--- src/rtl/posit_decode_pipe.sv ---
// Two-stage posit decoder: splits an N-bit posit into sign, regime k, exponent
// field and a hidden-one mantissa, with valid/ready flow control on both sides.
module posit_decode_pipe #(
   parameter int N  = 32,
   parameter int ES = 4,
   parameter int RS = $clog2(N)
) (
   input  logic                            clk,
   input  logic                            rst_n,
   input  logic                            in_valid,
   output logic                            in_ready,
   input  logic [N-1:0]                    in_data,
   output logic                            out_valid,
   input  logic                            out_ready,
   output logic                            out_sign,
   output logic signed [RS:0]              out_k,
   output logic [((ES > 0) ? ES : 1)-1:0]  out_exp,
   output logic [N-1:0]                    out_mant,
   output logic                            out_zero,
   output logic                            out_nar
);

   localparam int EW = (ES > 0) ? ES : 1;
   localparam int KW = RS + 1;
   localparam int MW = $clog2(N);

   // Handshake: a word moves across a boundary on the cycle where valid and
   // ready are both high there; valid never depends on ready, and a held
   // word keeps its valid and data stable until it is taken.
   logic s2_ready;

   logic          s1_valid;
   logic          s1_sign;
   logic          s1_zero;
   logic          s1_nar;
   logic [N-2:0]  s1_r;
   logic [MW-1:0] s1_m;

   assign s2_ready = !out_valid || out_ready;
   assign in_ready = !s1_valid || s2_ready;

   // Stage 1 combinational: remainder and length of its leading run
   logic [N-2:0]  r_c;
   logic [MW-1:0] m_c;
   logic          run_c;
   logic          zero_c;
   logic          nar_c;

   always_comb begin
      r_c    = in_data[N-1] ? ((N-1)'(~in_data[N-2:0]) + (N-1)'(1)) : in_data[N-2:0];
      zero_c = (in_data == '0);
      nar_c  = in_data[N-1] && (in_data[N-2:0] == '0);
      m_c    = '0;
      run_c  = 1'b1;
      for (int i = N-2; i >= 0; i--) begin
         if (run_c && (r_c[i] == r_c[N-2]))
            m_c = m_c + MW'(1);
         else
            run_c = 1'b0;
      end
   end

   always_ff @(posedge clk or negedge rst_n) begin
      if (!rst_n) begin
         s1_valid <= 1'b0;
         s1_sign  <= 1'b0;
         s1_zero  <= 1'b0;
         s1_nar   <= 1'b0;
         s1_r     <= '0;
         s1_m     <= '0;
      end else begin
         if (in_ready)
            s1_valid <= in_valid;
         if (in_valid && in_ready) begin
            s1_sign <= in_data[N-1];
            s1_zero <= zero_c;
            s1_nar  <= nar_c;
            s1_r    <= r_c;
            s1_m    <= m_c;
         end
      end
   end

   // Stage 2 combinational: regime value, shifted remainder, field split
   int                sh_c;
   logic [N-2:0]      s_c;
   logic [N-2:0]      frac_c;
   logic signed [RS:0] k_c;
   logic [EW-1:0]     exp_c;
   logic [N-1:0]      mant_c;

   always_comb begin
      sh_c   = int'(s1_m) + 1;
      s_c    = (sh_c >= N-1) ? '0 : (s1_r << sh_c);
      k_c    = s1_r[N-2] ? KW'(int'(s1_m) - 1) : KW'(-int'(s1_m));
      exp_c  = EW'(s_c >> (N-1-ES));
      frac_c = s_c << ES;
      mant_c = {1'b1, frac_c};
      // Zero and NaR carry no regime/exponent/mantissa
      if (s1_zero || s1_nar) begin
         k_c    = '0;
         exp_c  = '0;
         mant_c = '0;
      end
   end

   always_ff @(posedge clk or negedge rst_n) begin
      if (!rst_n) begin
         out_valid <= 1'b0;
         out_sign  <= 1'b0;
         out_k     <= '0;
         out_exp   <= '0;
         out_mant  <= '0;
         out_zero  <= 1'b0;
         out_nar   <= 1'b0;
      end else if (s2_ready) begin
         out_valid <= s1_valid;
         if (s1_valid) begin
            out_sign <= s1_sign;
            out_k    <= k_c;
            out_exp  <= exp_c;
            out_mant <= mant_c;
            out_zero <= s1_zero;
            out_nar  <= s1_nar;
         end
      end
   end

endmodule

--- config.mk ---
export PLATFORM = sky130hd
export DESIGN_NAME = posit_decode_pipe
export DESIGN_NICKNAME = d
export VERILOG_FILES = /design/src/rtl/posit_decode_pipe.sv
export SDC_FILE = /design/constraint.sdc
export NUM_CORES = 1
export LEC_CHECK = 0
export CORE_ASPECT_RATIO = 0.6
export CORE_UTILIZATION = 40
export DETAILED_ROUTE_END_ITERATION = 8
export HOLD_SLACK_MARGIN = 0.15
export PLACE_DENSITY = 0.63
export SETUP_SLACK_MARGIN = 0.3
export SYNTH_ARGS = -nofsm -noshare
export SYNTH_HDL_FRONTEND = slang
export SYNTH_SLANG_ARGS = --single-unit
--- constraint.sdc ---
create_clock -name clk -period 6 [get_ports clk]
set_clock_uncertainty 0.15 [all_clocks]
set_input_delay 1.2 -clock clk [delete_from_list [all_inputs] [get_ports clk]]
set_output_delay 1.2 -clock clk [all_outputs]
set_load 0.01 [all_outputs]
# Yosys cells after proc, flatten, opt, wreduce, memory -nomap -nowiden
# Cells that the tools add are included.
[word_totals]
in_bits = 36
elab_cells = 183
output_inout_bits = 47
reg_bits = 86
[classes]
bitwise_logic = 1
muxes = 65
order_cmp = 1
eq_ne = 30
shift = 1
reduce_logical = 39
add_sub_neg = 33
[op_table]
columns = ["cell", "count"]
rows = [
  ["$mux 5", 29],
  ["$add 5x1->5 const B", 28],
  ["$mux 31", 2],
  ["$logic_not 32->1", 1],
  ["$mux 32", 1],
  ["$add 31x1->31 const B", 1],
  ["$logic_and 1x1->1", 31],
  ["$logic_not 31->1", 1],
  ["$not 31->31", 1],
  ["$shl 31x6->31", 1],
  ["$eq 1x1->1", 30],
  ["$mux 1", 29],
  ["$mux 6", 2],
  ["$add 5x1->6 const B", 1],
  ["$ge 6x5->1 const B", 1],
  ["$neg 5->6", 1],
  ["$sub 5x1->6 const B", 1],
  ["$mux 4", 1],
  ["$add 2x1->3 const B", 1],
  ["$logic_or 1x1->1", 3],
  ["$logic_not 1->1", 2],
  ["$mux 2", 1],
  ["$reduce_and 2->1", 1],
]

# Longest topological paths before layout
# Gate-level depths: netlist of run 1.
[logic_depth]
depth_word = 63
ltp_mapped = 73
depth_no_buf = 70

# Worst setup path before layout of run 1
# No wires, ideal clock.
[synth_path]
path_kind = "input to register"
startpoint = "input in_data[0]"
endpoint = "register s1_m[4]"
path_stages = 66
setup_ns = 0.077
arrival_ns = 14.003
t_required_ns = 5.773
setup_slack_ns = -8.230
n_path_buf = 3
cell_sequence = "inv_1 ha_1 or4b_2 or4_4 o31ai_4 xor2_1 buf_4 buf_6 clkbuf_1 nand2_1 o22ai_1 ha_1 a21o_1 ha_1 nor2_1 nor2_1 ha_1 mux2i_1 [... 30 more ...] mux2i_1 nand2_1 o221ai_1 nor2_1 a211o_1 ha_1 o21ai_0 a31oi_1 ha_1 nand2_1 xor2_1 xnor2_1 xnor2_1 o221ai_1 or4_1 o2111ai_1 xnor3_1 o21ai_1"
[synth_between]
elab_chain_len = 63
elab_cells_between_ends = 150
cone_classes = "add/sub (30); eq/ne (30); mux (60); bitwise (1); reduce/logical (29)"
[synth_lines]
columns = ["item", "line", "text"]
rows = [
  ["start, declared", "12", "input logic [N-1:0] in_data,"],
  ["$not 31->31", "50", "r_c = in_data[N-1] ? ((N-1)'(~in_data[N-2:0]) + (N-1)'(1)) : in_data[N-2:0];"],
  ["$add 31x1->31", "50", ""],
  ["$mux 31 *", "50", ""],
  ["$eq 1x1->1", "56", "if (run_c && (r_c[i] == r_c[N-2]))"],
  ["$mux 2 / $mux 1 (equally long branches)", "56", ""],
  ["$add 2x1->3 / $logic_and 1x1->1 (equally long branches)", "57, 56", ""],
  ["$mux 5 / $mux 1 (equally long branches)", "56", ""],
  ["$add 5x1->5 / $logic_and 1x1->1 (equally long branches)", "57, 56", ""],
  ["[... 47 more ...]", "-", ""],
  ["$add 5x1->5 / $logic_and 1x1->1 (equally long branches)", "57, 56", ""],
  ["$mux 5 / $mux 1 (equally long branches)", "56", ""],
  ["$add 5x1->5 / $logic_and 1x1->1 (equally long branches)", "57, 56", ""],
  ["$mux 5 / $mux 1 (equally long branches)", "56", ""],
  ["$add 5x1->5 / $logic_and 1x1->1 (equally long branches)", "57, 56", ""],
  ["$mux 5 / $mux 1 (equally long branches)", "56", ""],
  ["$add 5x1->5 / $logic_and 1x1->1 (equally long branches)", "57, 56", ""],
  ["$mux 5 *", "56", ""],
  ["end signal, assigned", "79", "s1_m <= m_c;"],
  ["end, declared", "37", "logic [MW-1:0] s1_m;"],
]
# Mark *: on every way between the ends. The rest lies on a longest branch, timed or not.
# A chain may end at the register's enable or synchronous reset.

# Worst setup path in the final report of run 1
# Same ends and word-level chain as after synthesis.

==> metrics.txt, run 1 <==
post-synthesis sequential area ratio=approximately 22%; crit path DAT=between 10 and 15 ns; final wirelength=32900 µm; DRT Pass-1 Iters=7; Hold Vio Cnt, Final=0; Filler cells=slightly above 2000; Critical Path RT=between 6 and 7 ns; Final ANT Viol Nets=0; Area Overhead vs Synth=47.3%; Die Ht=~120 µm; post-route minimum period=between 10 and 15 ns; worst hold path type=reg -> reg; Clock Path Buffers=2; share of layout cells above drive strength 1=between 30% and 40%; worst hold slack=0.331 ns; Final nets=~1700; post-synthesis cell type count=100; CTS tree=done; Wirelength per Cell=17.1 µm; hold_buf cts=0; clock slew at reported path FFs=roughly 0.060 ns; Synth Register Bits=82; largest family of logic cells by synthesized area=compound AO/OA/AOI/OAI gates; commonest cells after routing, fill and taps aside=363 x buf_4, 176 x nand2_1, 98 x nor2_1; status=finished with violations; Max transition margin=32.1%; drt first-iter violations=1002; max-slew violations=0; antenna violations before repair=0; YS warnings=0; Mapped Cells=1224; critical path's slowest cell=or4_4; ys flop type=dfrtp_1; crit-path max FO=5; Cell Area, Placed=roughly 13000 µm²; CTS Sinks=82; final worst slack=-7.20 ns; most used cell, CP=ha_1; Post-synth EDFFs=0; H-tree depth=3; peak supply drop=198 µV; largest net degree at the start of global routing=80; vias=10800; vias in the first global route=between 10000 and 15000; Site Rows=between 40 and 50; final setup violation count=5; Final Non-Filler Cells=1922; post-synthesis cell area=between 9000 and 10000 µm²; RSZ-0062 raised after global routing=yes; post-synthesis mux area share=7.68%; insertion delay to the later sink of the worst-skew pair=about 0.34 ns; Total GRT Usage=27.1%; PwrDens=263 nW/µm²; Syn Area/Cell=7.72 µm²; Synth Area in Simple Gates=between 20% and 30%; Inserted Clock Buffers=9; critical setup path kind=in -> reg; Compound-Gate Fraction of Synth Area=between 20% and 30%; Clock Tree Root=clkbuf_16; failing checks=negative setup slack; grt ovf=0; final period utilization=220%; Initial Util=approximately 40%; Port Buf Inserts=approximately 80; Post-Synth XOR/XNOR Area=about 11%; commonest non-fill, non-tap cell in the layout=buf_4; Post-DP HPWL=approximately 26000 µm; global-route wire length before repair=about 53000 µm; fin area=between 10000 and 15000 µm²; R2R depth=8; Max Clock Freq=~0.076 GHz; register area=2050 µm²; final RePlAce weighted congestion=between 0.9 and 1; Worst Setup Start Kind=input pin; die area=24300 µm²; IO Count=83; CP peak stage delay=~0.54 ns; Adder-Cell Fraction of Synth Area=4.50%; Inst Count DP=1876; vias per std cell=5.64; Multi-input gate area=about 7500 µm²; max-cap viol count=0; critical path capture point type=register; diodes inserted=0; slew at the pin with the worst max-slew slack=approximately 1 ns; DIE WIDTH=between 200 and 250 µm; Core Region=between 20000 and 25000 µm²; Post-route DRC=0; Worst Hold Path Cells=2; fraction of registers with async set/reset=100%; Pleak=just over 6 nW
## report_power, final
part           switching, mW  leakage, nW  internal (mW)  total (mW)
Combinational           1.14         4.92           1.09        2.23
Clock                  0.216        0.163          0.387       0.603
Sequential             0.135         1.02          0.705       0.840
## worst max-delay path: cells and delay by family
family          cells  cell delay [ns]
simple gates       12             2.23
xor+xnor            5             1.02
compound gates     26             3.65
mux                 5             0.86
buf+inv             6             0.59
fa+ha+maj          14             3.73
## synthesized netlist by cell type, types with 7 or more instances
master / instances / area, µm²
nand2_1: 181 / 679
nor2_1: 103 / 387
o21ai_0: 96 / 480
dfrtp_1: 82 / 2050
a21oi_1: 81 / 405
xnor2_1: 61 / 534
clkbuf_1: 53 / 199
mux2i_1: 35 / 350
xor2_1: 34 / 298
a211oi_1: 31 / 233
ha_1: 30 / 375
nand3_1: 28 / 140
inv_1: 27 / 101
nor3_1: 22 / 110
and3_1: 17 / 106
and2_1: 16 / 100
nand4_1: 16 / 100
a22o_1: 14 / 123
a31oi_1: 14 / 87.6
mux2_2: 12 / 135
nor3b_1: 12 / 90.1
or4_1: 12 / 90.1
mux4_2: 10 / 225
nand2b_1: 10 / 62.6
nor2b_1: 10 / 62.6
a21o_1: 9 / 67.6
o211ai_1: 9 / 67.6
or2_2: 9 / 56.3
buf_4: 8 / 60.1
nor4_1: 8 / 50.1
o22ai_1: 8 / 50.1
o31ai_1: 8 / 60.1
buf_1: 7 / 26.3
buf_2: 7 / 35.0
o21a_1: 7 / 52.6
o41ai_1: 7 / 61.3
## per-layer routing
layer  vias to the layer above  wire (µm)  share of wire, %  GRT usage, %
li1                       5240          -                 -             -
met1                      5174      17000                52          42.3
met2                       386      13000                39          38.0
met3                        32       2510               7.6          5.32
met4                         0        452               1.4          4.68
met5                         -          0                 0             0
## registers in the layout (all words and copies together), names as in the netlist
name,flops
s1_zero,1
s1_nar,1
out_mant,28
out_exp,4
out_valid,1
s1_sign,1
out_k,6
out_nar,1
out_sign,1
s1_r,31
s1_valid,1
s1_m,5
out_zero,1
## worst paths after layout
check,start,endpoint,slack (ns)
worst max-delay path,in_data[0],s1_m[4],-7.20
worst min-delay path,out_mant[21],out_mant[21],0.33
worst max register to register,s1_m[0],out_exp[1],1.85
worst min register to register,out_mant[21],out_mant[21],0.33
max in group asynchronous,rst_n,s1_m[0],4.00
min in group asynchronous,rst_n,out_valid,0.49
## metrics by stage
stage / setup TNS (ns) / power [mW] / setup slack (ns) / utilization, %
floorplan: -27.60 / 2.00 / -7.31 / -
global placement: -31.33 / 2.85 / -7.72 / 55.9
detailed placement: -33.32 / 2.88 / -8.23 / 55.9
CTS: -27.87 / 3.59 / -7.22 / 59.4
global route: -30.83 / 3.90 / -7.70 / 60.2
finish: -28.58 / 3.67 / -7.20 / 60.2
## final cells by class
| cell class | instances | share of cell area, % |
|---|---|---|
| multi-input combinational | 1037 | 53.7 |
| clock buffer | 12 | 1.84 |
| clock inverter | 4 | 0.530 |
| timing repair buffer | 444 | 25.6 |
| inverter | 28 | 0.791 |
| tap | 315 | 2.83 |
| sequential | 82 | 14.7 |
## repair_timing
action / 4_1_cts / 5_1_grt
cloned: 1 / 0
pin swaps: 57 / 36
buffers inserted: 24 / 5
resized for setup: 118 / 33
endpoints found under the setup margin: 5 / 5
## cell families after synthesis
logic type               Yosys count
AO/OA/AOI/OAI                    357
XOR/XNOR                         106
adder cells (fa/ha/maj)           35
buffers and inverters            108
flip-flops                        82
multiplexers                      58
other                              1
AND/OR/NAND/NOR                  477
Power figures use the tool's default switching activity.
==> inputs of run 2 (changes only) <==
--- a/config.mk
+++ b/config.mk
@@ -5,11 +5,13 @@
 export SDC_FILE = /design/constraint.sdc
 export NUM_CORES = 1
 export LEC_CHECK = 0
+export CELL_PAD_IN_SITES_DETAIL_PLACEMENT = 1
+export CELL_PAD_IN_SITES_GLOBAL_PLACEMENT = 2
 export CORE_ASPECT_RATIO = 0.6
-export CORE_UTILIZATION = 40
+export CORE_UTILIZATION = 38
 export DETAILED_ROUTE_END_ITERATION = 8
 export HOLD_SLACK_MARGIN = 0.15
-export PLACE_DENSITY = 0.63
+export PLACE_DENSITY = 0.92
 export SETUP_SLACK_MARGIN = 0.3
 export SYNTH_ARGS = -nofsm -noshare
 export SYNTH_HDL_FRONTEND = slang
==> metrics.txt, run 2 (synthesized netlist as in run 1, its figures left out) <==
Critical Path RT=6.11 ns (about the same); Wirelength per Cell=21.8 µm (was 17.1 µm); Area Overhead vs Synth=48.4% (was 47.3%); CTS Sinks=82 (unchanged); failing checks=negative setup slack (unchanged); final setup violation count=5 (unchanged); critical path capture point type=register (unchanged); crit-path max FO=5 (unchanged); final RePlAce weighted congestion=0.959 (was 0.985); post-route minimum period=13.54 ns (was 13.20 ns); Die Ht=124 µm (was 121 µm); Regs by FF count=s1_r (31), out_mant (28), out_k (6) (unchanged); Final nets=1673 (was 1668); Clock Tree Root=clkbuf_16 (unchanged); reg2reg start=s1_m[0] (unchanged); PwrDens=275 nW/µm² (was 263 nW/µm²); beginning of the critical path=in_data[2] (was in_data[0]); slew at the pin with the worst max-slew slack=1.19 ns (was 1.01 ns); worst hold slack=0.334 ns (was 0.331 ns); Post-route DRC=0 (unchanged); vias in the first global route=11800 (was 10100); commonest non-fill, non-tap cell in the layout=buf_4 (unchanged); clock slew at reported path FFs=0.07 ns (was 0.06 ns); die area=25500 µm² (was 24300 µm²); largest net degree at the start of global routing=70 (was 80); Cell Area, Placed=13000 µm² (was 12900 µm²); DIE WIDTH=206 µm (was 200 µm); peak supply drop=153 µV (was 198 µV); final period utilization=226% (was 220%); insertion delay to the later sink of the worst-skew pair=0.35 ns (was 0.34 ns); crit path DAT=13.65 ns (was 13.31 ns); grt ovf=0 (unchanged); DRT Pass-1 Iters=5 (was 7); vias per std cell=5.96 (was 5.64); Max Clock Freq=0.0739 GHz (was 0.0757 GHz); Final ANT Viol Nets=0 (unchanged); Pleak=6.14 nW (was 6.10 nW); Inserted Clock Buffers=9 (unchanged); Post-DP HPWL=30400 µm (was 25700 µm); CTS tree=done (unchanged); final wirelength=42100 µm (was 32900 µm); min-delay src=out_mant[21] (unchanged); largest reg by FF count=s1_r (unchanged); critical path's slowest cell=or4_4 (unchanged); Total GRT Usage=32.3% (was 27.1%); H-tree depth=3 (unchanged); max-slew violations=0 (unchanged); commonest cells after routing, fill and taps aside=365 x buf_4, 172 x nand2_1, 96 x nor2_1 (was 363 x buf_4, 176 x nand2_1, 98 x nor2_1); fin area=14000 µm² (was 13900 µm²); global-route wire length before repair=64600 µm (was 52900 µm); Core Region=24300 µm² (was 23100 µm²); max FFs per register=31 (unchanged); drt first-iter violations=901 (was 1002); share of layout cells above drive strength 1=34.6% (was 33.5%); Clock Path Buffers=2 (unchanged); Hold Vio Cnt, Final=0 (unchanged); Site Rows=44 (was 43); critical setup path kind=in -> reg (unchanged); CP peak stage delay=0.56 ns (was 0.54 ns); Worst Setup Start Kind=input pin (unchanged); RSZ-0062 raised after global routing=yes (unchanged); diodes inserted=0 (unchanged); IO Count=83 (unchanged); Max transition margin=20.2% (was 32.1%); status=finished with violations (unchanged); Initial Util=38.9% (was 40.9%); final worst slack=-7.54 ns (was -7.20 ns); max-cap viol count=0 (unchanged); antenna violations before repair=0 (unchanged); Port Buf Inserts=78 (unchanged); worst hold path type=reg -> reg (unchanged); vias=11500 (was 10800)
## run 2: per-layer routing
metal	track usage (%)	vias up	wire length (µm)
li1	-	5236	-
met1	44.1	5804	18700
met2	53.2	408	19500
met3	5.34	87	2760
met4	7.78	0	1180
met5	0	-	0
## run 2: final cells by class
cell class | instances | area, µm²
fillers | 2933 | 10200
clock inverters | 7 | 100
multi-input cells | 1037 | 7570
flip-flops and latches | 82 | 2050
inverters | 28 | 110
clock buffers | 9 | 225
repair buffers | 449 | 3570
well taps | 322 | 403
## run 2: stage by stage
| stage | TNS [ns] | cells | utilization (%) | total power [mW] | setup slack [ns] |
|---|---|---|---|---|---|
| floorplan | -27.60 | 1227 | - | 2.00 | -7.31 |
| global placement | -31.16 | 1886 | 53.4 | 2.86 | -7.67 |
| detailed placement | -34.62 | 1886 | 53.4 | 2.96 | -8.54 |
| CTS | -29.86 | 1923 | 56.8 | 3.72 | -7.55 |
| global route | -32.65 | 1934 | 57.8 | 4.08 | -8.11 |
| finish | -30.31 | 1934 | 57.8 | 3.86 | -7.54 |
## run 2: path summary, 6_finish.rpt
kind,end,slack (ns),depth (start not counted)
worst max-delay path,s1_m[4],-7.54,66
worst min register to register,out_mant[21],0.33,2
worst min-delay path,out_mant[21],0.33,2
max in group asynchronous,s1_m[0],4.02,2
min in group asynchronous,s1_sign,0.73,1
worst max register to register,out_exp[3],1.58,11
## run 2: worst max-delay path: cells and delay by family
family          cells  cell delay [ns]
buf+inv             5             0.72
xor+xnor            2             0.50
fa+ha+maj          14             3.82
compound gates     23             3.39
mux                 5             0.83
simple gates       17             3.16
## run 2: report_power, final
group | total (mW) | switching (mW) | internal (mW)
Sequential | 0.850 | 0.146 | 0.704
Combinational | 2.40 | 1.27 | 1.13
Clock | 0.616 | 0.247 | 0.369
## run 2: what timing repair did
action / CTS / global route
buffers inserted: 21 / 11
gates resized for setup: 117 / 45
hold buffers: 0 / 0
pin swaps: 71 / 60
endpoints found under the setup margin: 5 / 5
